===== src/rtl/arcanoid_pkg.sv =====
// Shared constants for the brick layer: grid geometry defaults, mortar widths,
// per-row brick colours and the hit FSM state encoding.
package arcanoid_pkg;

  localparam int GRID_ROWS_DEF    = 8;
  localparam int GRID_COLS_DEF    = 16;
  localparam int GRID_Y0_DEF      = 64;
  localparam int BRICK_W_LOG2_DEF = 6;
  localparam int BRICK_H_LOG2_DEF = 5;

  // Mortar occupies the last MORTAR_W columns / MORTAR_H lines of each brick cell
  localparam int MORTAR_W = 2;
  localparam int MORTAR_H = 2;

  localparam logic [0:7][11:0] ROW_COLOUR = {
    12'hF00, 12'hF80, 12'hFF0, 12'h0F0,
    12'h0FF, 12'h00F, 12'h80F, 12'hF0F
  };

  typedef enum logic [1:0] {
    HIT_IDLE    = 2'd0,
    HIT_LOOKUP  = 2'd1,
    HIT_RESPOND = 2'd2
  } hit_state_e;

  function automatic logic [11:0] row_colour(input logic [2:0] row);
    return ROW_COLOUR[row];
  endfunction

endpackage


===== src/rtl/brick_map.sv =====
// Live-brick bitmap with live counter; one render read port, one hit read port,
// a single clear port and a restore that overrides any clear on the same edge.
module brick_map
  import arcanoid_pkg::*;
#(
  parameter int ROWS  = GRID_ROWS_DEF,
  parameter int COLS  = GRID_COLS_DEF,
  parameter int IDX_W = $clog2(ROWS * COLS),
  parameter int CNT_W = 8
) (
  input  logic             clk,
  input  logic             reset,
  input  logic             restore,
  input  logic             clear_en,
  input  logic [IDX_W-1:0] clear_idx,
  input  logic [IDX_W-1:0] rd_idx,
  output logic             rd_live,
  input  logic [IDX_W-1:0] hit_idx,
  output logic             hit_live,
  output logic [CNT_W-1:0] count,
  output logic             all_cleared
);

  localparam int N = ROWS * COLS;

  logic [N-1:0]     map_q, map_d;
  logic [CNT_W-1:0] count_q, count_d;
  logic             all_cleared_q, all_cleared_d;

  genvar gi;
  generate
    for (gi = 0; gi < N; gi++) begin : g_bit
      assign map_d[gi] = restore ? 1'b1 :
                         (clear_en && (clear_idx == IDX_W'(gi))) ? 1'b0 : map_q[gi];
    end
  endgenerate

  always_comb begin
    count_d = count_q;
    if (restore) begin
      count_d = CNT_W'(N);
    end else if (clear_en && map_q[clear_idx] && (count_q != '0)) begin
      count_d = count_q - 1'b1;
    end
    all_cleared_d = (count_d == '0);
  end

  always_ff @(posedge clk) begin
    if (reset) begin
      map_q         <= '1;
      count_q       <= CNT_W'(N);
      all_cleared_q <= (N == 0);
    end else begin
      map_q         <= map_d;
      count_q       <= count_d;
      all_cleared_q <= all_cleared_d;
    end
  end

  assign rd_live     = map_q[rd_idx];
  assign hit_live    = map_q[hit_idx];
  assign count       = count_q;
  assign all_cleared = all_cleared_q;

endmodule


===== src/rtl/draw_bricks.sv =====
// Composites the brick wall over the background video with one cycle of latency
// and answers ball-probe hit requests through a three-state lookup FSM.
module draw_bricks
  import arcanoid_pkg::*;
#(
  parameter int BRICK_ROWS   = GRID_ROWS_DEF,
  parameter int BRICK_COLS   = GRID_COLS_DEF,
  parameter int GRID_Y0      = GRID_Y0_DEF,
  parameter int BRICK_W_LOG2 = BRICK_W_LOG2_DEF,
  parameter int BRICK_H_LOG2 = BRICK_H_LOG2_DEF
) (
  input  logic        pclk,
  input  logic        reset,
  input  logic [10:0] hcount_in,
  input  logic [10:0] vcount_in,
  input  logic        hsync_in,
  input  logic        vsync_in,
  input  logic        hblnk_in,
  input  logic        vblnk_in,
  input  logic [11:0] rgb_in,
  output logic [10:0] hcount_out,
  output logic [10:0] vcount_out,
  output logic        hsync_out,
  output logic        vsync_out,
  output logic        hblnk_out,
  output logic        vblnk_out,
  output logic [11:0] rgb_out,
  input  logic        hit_valid,
  input  logic [11:0] hit_x,
  input  logic [11:0] hit_y,
  output logic        hit_ack,
  output logic        hit_brick,
  input  logic        level_restore,
  output logic [7:0]  bricks_left,
  output logic        all_cleared
);

  localparam int N     = BRICK_ROWS * BRICK_COLS;
  localparam int IDX_W = $clog2(N);
  localparam logic [BRICK_W_LOG2-1:0] H_MORTAR = BRICK_W_LOG2'((1 << BRICK_W_LOG2) - MORTAR_W);
  localparam logic [BRICK_H_LOG2-1:0] V_MORTAR = BRICK_H_LOG2'((1 << BRICK_H_LOG2) - MORTAR_H);

  // Render-side grid decode (11-bit video counters)
  logic [10:0]      r_rel, r_row, r_col;
  logic             r_in_grid, r_mortar, r_live;
  logic [IDX_W-1:0] r_idx;

  always_comb begin
    r_rel     = vcount_in - 11'(GRID_Y0);
    r_row     = r_rel >> BRICK_H_LOG2;
    r_col     = hcount_in >> BRICK_W_LOG2;
    r_in_grid = (vcount_in >= 11'(GRID_Y0)) && (r_row < 11'(BRICK_ROWS)) &&
                (r_col < 11'(BRICK_COLS));
    r_mortar  = (hcount_in[BRICK_W_LOG2-1:0] >= H_MORTAR) ||
                (r_rel[BRICK_H_LOG2-1:0] >= V_MORTAR);
    r_idx     = IDX_W'(r_row * 11'(BRICK_COLS) + r_col);
  end

  // Hit-side grid decode on the latched probe (12-bit arithmetic)
  hit_state_e       state_q, state_d;
  logic [11:0]      hx_q, hx_d, hy_q, hy_d;
  logic             hit_ack_q, hit_ack_d, hit_brick_q, hit_brick_d;
  logic [11:0]      h_rel, h_row, h_col;
  logic             h_in_grid, h_mortar, h_live, strike;
  logic [IDX_W-1:0] h_idx;

  always_comb begin
    h_rel     = hy_q - 12'(GRID_Y0);
    h_row     = h_rel >> BRICK_H_LOG2;
    h_col     = hx_q >> BRICK_W_LOG2;
    h_in_grid = (hy_q >= 12'(GRID_Y0)) && (h_row < 12'(BRICK_ROWS)) &&
                (h_col < 12'(BRICK_COLS));
    h_mortar  = (hx_q[BRICK_W_LOG2-1:0] >= H_MORTAR) ||
                (h_rel[BRICK_H_LOG2-1:0] >= V_MORTAR);
    h_idx     = IDX_W'(h_row * 12'(BRICK_COLS) + h_col);
    strike    = (state_q == HIT_LOOKUP) && h_in_grid && !h_mortar && h_live;
  end

  always_comb begin
    state_d     = state_q;
    hx_d        = hx_q;
    hy_d        = hy_q;
    hit_ack_d   = 1'b0;
    hit_brick_d = 1'b0;
    case (state_q)
      HIT_IDLE: begin
        if (hit_valid) begin
          state_d = HIT_LOOKUP;
          hx_d    = hit_x;
          hy_d    = hit_y;
        end
      end
      HIT_LOOKUP: begin
        state_d     = HIT_RESPOND;
        hit_ack_d   = 1'b1;
        hit_brick_d = strike;
      end
      HIT_RESPOND: state_d = HIT_IDLE;
      default:     state_d = HIT_IDLE;
    endcase
    if (level_restore) begin
      state_d     = HIT_IDLE;
      hit_ack_d   = 1'b0;
      hit_brick_d = 1'b0;
    end
  end

  always_ff @(posedge pclk) begin
    if (reset) begin
      state_q     <= HIT_IDLE;
      hx_q        <= '0;
      hy_q        <= '0;
      hit_ack_q   <= 1'b0;
      hit_brick_q <= 1'b0;
    end else begin
      state_q     <= state_d;
      hx_q        <= hx_d;
      hy_q        <= hy_d;
      hit_ack_q   <= hit_ack_d;
      hit_brick_q <= hit_brick_d;
    end
  end

  brick_map #(
    .ROWS  (BRICK_ROWS),
    .COLS  (BRICK_COLS),
    .IDX_W (IDX_W),
    .CNT_W (8)
  ) u_map (
    .clk         (pclk),
    .reset       (reset),
    .restore     (level_restore),
    .clear_en    (strike),
    .clear_idx   (h_idx),
    .rd_idx      (r_idx),
    .rd_live     (r_live),
    .hit_idx     (h_idx),
    .hit_live    (h_live),
    .count       (bricks_left),
    .all_cleared (all_cleared)
  );

  // Video path: one register stage on every output
  logic [10:0] hcount_q, hcount_d, vcount_q, vcount_d;
  logic        hsync_q, hsync_d, vsync_q, vsync_d;
  logic        hblnk_q, hblnk_d, vblnk_q, vblnk_d;
  logic [11:0] rgb_q, rgb_d;

  always_comb begin
    hcount_d = hcount_in;
    vcount_d = vcount_in;
    hsync_d  = hsync_in;
    vsync_d  = vsync_in;
    hblnk_d  = hblnk_in;
    vblnk_d  = vblnk_in;
    if (hblnk_in || vblnk_in) begin
      rgb_d = 12'h000;
    end else if (r_in_grid && !r_mortar && r_live) begin
      rgb_d = row_colour(r_row[2:0]);
    end else begin
      rgb_d = rgb_in;
    end
  end

  always_ff @(posedge pclk) begin
    if (reset) begin
      hcount_q <= '0;
      vcount_q <= '0;
      hsync_q  <= 1'b0;
      vsync_q  <= 1'b0;
      hblnk_q  <= 1'b0;
      vblnk_q  <= 1'b0;
      rgb_q    <= 12'h000;
    end else begin
      hcount_q <= hcount_d;
      vcount_q <= vcount_d;
      hsync_q  <= hsync_d;
      vsync_q  <= vsync_d;
      hblnk_q  <= hblnk_d;
      vblnk_q  <= vblnk_d;
      rgb_q    <= rgb_d;
    end
  end

  assign hcount_out = hcount_q;
  assign vcount_out = vcount_q;
  assign hsync_out  = hsync_q;
  assign vsync_out  = vsync_q;
  assign hblnk_out  = hblnk_q;
  assign vblnk_out  = vblnk_q;
  assign rgb_out    = rgb_q;
  assign hit_ack    = hit_ack_q;
  assign hit_brick  = hit_brick_q;

endmodule


===== config.mk =====
export PLATFORM = sky130hd
export DESIGN_NAME = draw_bricks
export DESIGN_NICKNAME = d
export VERILOG_FILES = /design/src/rtl/arcanoid_pkg.sv /design/src/rtl/brick_map.sv /design/src/rtl/draw_bricks.sv
export SDC_FILE = /design/constraint.sdc
export NUM_CORES = 1
export LEC_CHECK = 0
export CAP_MARGIN = 15
export CORE_UTILIZATION = 61
export DETAILED_ROUTE_END_ITERATION = 12
export GPL_TIMING_DRIVEN = 1
export PLACE_DENSITY = 0.86
export SYNTH_ARGS = -nofsm -noshare
export SYNTH_HDL_FRONTEND = slang
export SYNTH_SLANG_ARGS = --single-unit

===== constraint.sdc =====
create_clock -name pclk -period 8.7 [get_ports pclk]
set_input_delay 1.74 -clock pclk [delete_from_list [all_inputs] [get_ports pclk]]
set_output_delay 1.74 -clock pclk [all_outputs]
set_load 0.02 [all_outputs]

==> impl_metrics.toml, run 1 <==
[cts]
cts_buffers = 21
cts_resized = 0
cts_root_buf = "clkbuf_16"
postCtsHoldBufs = 0
cts_buffer_depth = 3
cts_tree = "built"
clock_latency_ps = 510
clk_pin_slew_ps = 60
clock_sinks = 201
cts_setup_buffers = 0
h-tree-depth = 1

[die]
die_area_um2 = 16600
die_h_um = 129
io_pins = 115
num_rows = 45
core_area_um2 = 15400
start_util = 0.635
die_x_um = 129

[critical_path]
cpMaxStageDelayCell = "dfxtp_2"
path_class = "register to register"
crit_path_end_kind = "register"
max_stage_delay_ps = 770
required_ps = 9100
critical_path.cell_chain = "buf_4, mux4_1, mux4_2, o22ai_1, nor3b_1, o31ai_4, or2_4, o41ai_1, nor4_1"
arrival_ps = 5150
crit_path_start_kind = "register"
worstPathMaxFanout = 66
r2r-end = "u_map.all_cleared"
regToRegStartpoint = "hx_q[7]"
reg2reg_slack_ps = 3950
worstRegToRegCells = 9

[pwr]
power.density_nw_per_um2 = 183
peakVddDrop_mv = 0.136
power.leakage_nw = 3.67

[route]
firstDrtPassIters = 6
drt-wirelength-per-cell_um = 21.3
wl_um = 26700
drc = 0
ant_nets = 0
drt_iter0_markers = 1132
vias_per_cell = 6.71
routed-via-count = 8406

[sta]
final_max_slew_viol_count = 0
slew-limit-headroom = 0.245
min_period_ps = 4750
max_freq_mhz = 211
period_share = 0.546
tightest_slew_ps = 1130
tns_ps = 0
skew_ps = 15.5
setup-violations-final = 0
hold_viol = 0
grt_setup_unrepaired = "no"

[worst_hold_path]
hold_start = "hx_q[4]"
min_path_type = "register to register"
holdPathEnd = "hx_q[4]"
whs_path_depth = 2

[logic_synthesis]
synth_area_leaders = "dfxtp_1 (41%), mux4_2 (13%), o41ai_1 (5.8%), mux2i_1 (5.4%), nand2_1 (5.3%)"
synth_area_um2 = 9790
synth_fp_nets = 1057
yosysWarnings = 0
synth_common_cells = "dfxtp_1 (201), nand2_1 (137), nand4_1 (67)"
synth_cells = 983
yosysSeqAreaShare = 0.411
yosysUniqueCellTypes = 51
ys_ff_latch = 201
async_flop_share = 0
synth_area_per_cell_um2 = 9.96
synth-edff-count = 0
synth_flop_cell = "dfxtp_1"
post-synth-top-area-cell = "dfxtp_1"
yosys.cell_count.top_type = "dfxtp_1"
synth_top_area_frac = 0.411

[global_routing]
grt_pass1_vias = 8139
grt.overflow.total = 0
grt_use_total = 0.324
grt_start_max_net_pins = 79
grt_pass1_wl_um = 42300
antenna_found_initial = 0

[cells_and_area]
synthToLayoutAreaGrowth_pct = 17.2
fin_util = 0.744
drive_above_1_share = 0.112
diodes = 0
layout.nets = 1103

[run]
drv_cap = 0

[placed_design]
io_buffers = 112
gp_congestion = 0.893
place_hpwl_um = 17100

[status]
outcome = "finished clean"
sequential cells by signal (all words and copies together), names as in the netlist, 2 cells and up:
register	cells
state_q	2
u_map.count	8
hx_q	11
hcount_out	11
rgb_out	12
u_map.map_q	128
hy_q	11
vcount_out	11
power breakdown:
part / internal [mW] / leakage (nW) / total [mW] / switching (mW)
Sequential: 0.935 / 1.64 / 0.947 / 0.0124
Combinational: 0.0905 / 1.69 / 0.255 / 0.164
Clock: 0.538 / 0.338 / 0.903 / 0.365
stage by stage:
stage | hold WS [ps] | instance area, µm² | setup WS (ps) | power, mW | std cells
finish | 455 | 11500 | 3950 | 2.11 | 1253
global route | 471 | 11500 | 3680 | 2.17 | 1253
CTS | 454 | 11500 | 4010 | 2.10 | 1252
detailed placement | 446 | 10800 | 3750 | 1.21 | 1216
global placement | 441 | 10800 | 3820 | 1.21 | 1216
floorplan | 432 | 9790 | 4470 | 1.13 | 983
cell usage in the layout (no fill, tap or decap), drive strengths merged, types with 14 or more instances in the layout:
cell           count
o41ai             65
inv               14
a21o              63
mux4              58
nand4             67
mux2i             53
nand3             16
a21oi             31
nor2              42
clkbuf            30
clkdlybuf4s50    110
nor2b             34
nand2            137
dfxtp            201
worst max path at each step:
stage                      start  slack (ps)           endpoint  depth (start not counted)
CTS                      hx_q[7]        4010  u_map.all_cleared                          9
floorplan           hcount_in[6]        4470        rgb_out[10]                         10
global placement    hcount_in[7]        3820        rgb_out[11]                         10
finish                   hx_q[7]        3950  u_map.all_cleared                          9
detailed placement  hcount_in[7]        3750        rgb_out[10]                         10
global route             hx_q[7]        3680  u_map.all_cleared                          9
routing by layer:
layer	part of all wire	GRT usage	up-vias	routed length (µm)
li1	-	-	3769	-
met1	0.38	0.413	3995	10100
met2	0.48	0.536	556	12800
met3	0.11	0.0682	86	2920
met4	0.036	0.135	0	962
met5	0	0	-	0
cell type report:
type / instances / area (µm²)
clock buffer: 30 / 599
multi-input combinational: 669 / 5250
fill: 1054 / 3950
tap: 211 / 264
timing repair buffer: 123 / 1200
clock inverter: 6 / 87.6
sequential: 201 / 4030
inverter: 13 / 48.8
critical path, delay by kind of cell (launching register included):
family          cells  cell delay [ps]
flops               1              770
simple gates        3             1190
mux                 2             1090
compound gates      3              930
buf+inv             1              620
kinds of logic (layout without fill, tap and decap cells):
logic type               Yosys count  after routing  synth area share
multiplexers                     113            113             0.190
flip-flops                       201            201             0.411
adder cells (fa/ha/maj)            8              8            0.0110
XOR/XNOR                          11             11           0.00984
AND/OR/NAND/NOR                  349            349             0.177
AO/OA/AOI/OAI                    188            188             0.145
buffers and inverters            113            172            0.0560
No activity file was read; power rests on OpenSTA's default activity.
==> run 2, diff against run 1 <==
CORE_UTILIZATION = 56   (was 61)
PLACE_DENSITY = 0.8   (was 0.86)
clock period = 4.89 ns   (was 8.7 ns; I/O delays follow)
==> run 2 against run 1 <==
Net effect: worst setup slack worse by 3200 ps; non-clock buffer count rose by 7; core utilization shrank 5.8 points; flip-flop and latch count did not move; combinational power is 78% higher; clock power rose by 74%; total power increased by 76%; sequential share of layout area fell by 0.20 points; wire length shrank 1.5%; critical path type unchanged; largest power group unchanged; highest routed layer unchanged.
==> impl_metrics.toml, run 2 (synthesized netlist as in run 1, its figures left out) <==
[cells_and_area]
synthToLayoutAreaGrowth_pct = 17.8
fin_util = 0.686
diodes = 0
mostFrequentLayoutCells = "dfxtp_1 (200), nand2_1 (137), clkdlybuf4s50_1 (110)"
regMostFlops = "u_map.map_q"
largest_register_ffs = 128
drive_above_1_share = 0.121
layout.nets = 1110
layout_commonest_cell = "dfxtp_1"

[cts]
h-tree-depth = 1
clock_latency_ps = 500
clk_pin_slew_ps = 70
cts_tree = "built"
clock_sinks = 201
cts_buffers = 21
cts_buffer_depth = 3
cts_root_buf = "clkbuf_16"
postCtsHoldBufs = 0
cts_resized = 0
cts_setup_buffers = 0

[sta]
final_max_slew_viol_count = 0
tns_ps = 0
tightest_slew_ps = 1140
grt_setup_unrepaired = "no"
slew-limit-headroom = 0.239
max_freq_mhz = 243
min_period_ps = 4110
skew_ps = 18.4
setup_slack_ps = 777
setup-violations-final = 0
hold_viol = 0
worst_hold_slack_ps = 461
period_share = 0.841

[critical_path]
cpMaxStageDelayCell = "dfxtp_1"
critPathTopFamily = "compound AO/OA/AOI/OAI gates"
crit_buf_inv = 2
regToRegStartpoint = "hx_q[9]"
max_stage_delay_ps = 860
crit_path_start_kind = "register"
critical_path.cell_chain = "buf_4, mux4_2, mux2_2, o22ai_1, nor3b_1, o31ai_4, or2_4, buf_4, o41ai_1, nand2_1"
crit_path_end_kind = "register"
reg2reg_slack_ps = 780
critical_path.most_common_cell = "buf_4"
arrival_ps = 4550
worstPathMaxFanout = 43
path_class = "register to register"
required_ps = 5330
worstRegToRegCells = 10
r2r-end = "u_map.map_q[71]"

[route]
vias_per_cell = 6.47
drt-wirelength-per-cell_um = 20.7
ant_nets = 0
drt_iter0_markers = 988
routed-via-count = 8212
wl_um = 26300
firstDrtPassIters = 6
drc = 0

[global_routing]
antenna_found_initial = 0
grt.overflow.total = 0
grt_start_max_net_pins = 69
grt_pass1_wl_um = 41200
grt_pass1_vias = 7771
grt_use_total = 0.288

[pwr]
finalPower_mw = 3.71
power.density_nw_per_um2 = 321
peakVddDrop_mv = 0.299
power.leakage_nw = 3.70

[die]
start_util = 0.582
die_h_um = 134
num_rows = 47
die_area_um2 = 18000
die_x_um = 134
core_area_um2 = 16800
io_pins = 115

[placed_design]
pre_cts_slack_ps = 717
place_hpwl_um = 17500
io_buffers = 112
gp_congestion = 0.894

[status]
outcome = "finished clean"

[worst_hold_path]
hold_start = "hy_q[1]"
min_path_type = "register to register"
whs_path_depth = 2
holdPathEnd = "hy_q[1]"

[run]
drv_cap = 0
-- run 2: worst max-delay path by stage --
stage	end	start	slack, ps	depth (start not counted)
floorplan	rgb_out[10]	hcount_in[6]	1420	10
global placement	rgb_out[3]	hcount_in[7]	740	10
detailed placement	rgb_out[3]	hcount_in[7]	720	10
CTS	u_map.map_q[71]	hx_q[9]	890	10
global route	u_map.map_q[38]	hx_q[9]	670	10
finish	u_map.map_q[71]	hx_q[9]	780	10
-- run 2: power breakdown --
group | internal (mW) | total (mW) | switching [mW]
sequential | 1.66 | 1.69 | 0.0219
combinational | 0.164 | 0.453 | 0.289
clock | 0.919 | 1.57 | 0.649
-- run 2: worst register-to-register path, cell delays in order (launching register included) --
cell and delay (ps):
dfxtp_1 860, buf_4 410, mux4_2 330, mux2_2 300, o22ai_1 170, nor3b_1 130, o31ai_4 610, or2_4 590
buf_4 410, o41ai_1 140, nand2_1 90
-- run 2: layout make-up --
cell class | count | area (µm²)
Fill cell | 1282 | 5280
Clock buffer | 29 | 606
Inverter | 13 | 48.8
Timing Repair Buffer | 130 | 1260
Sequential cell | 201 | 4030
Clock inverter | 8 | 73.8
Multi-Input combinational cell | 669 | 5250
Tap cell | 220 | 275
-- run 2: metrics by stage --
step	instances	instance area, µm²
final	1270	11500
after global routing	1270	11500
after CTS	1270	11500
after detailed placement	1233	10900
after global placement	1233	10900
after floorplan	983	9790
-- run 2: metal layers --
metal  vias up  track usage  wire length [µm]  part of all wire
met1      3889        0.383             10700              0.41
met2       495        0.472             12300              0.47
li1       3775            -                 -                 -
met4         0       0.0855               616             0.023
met3        53       0.0605              2750              0.10
met5         -            0                 0                 0
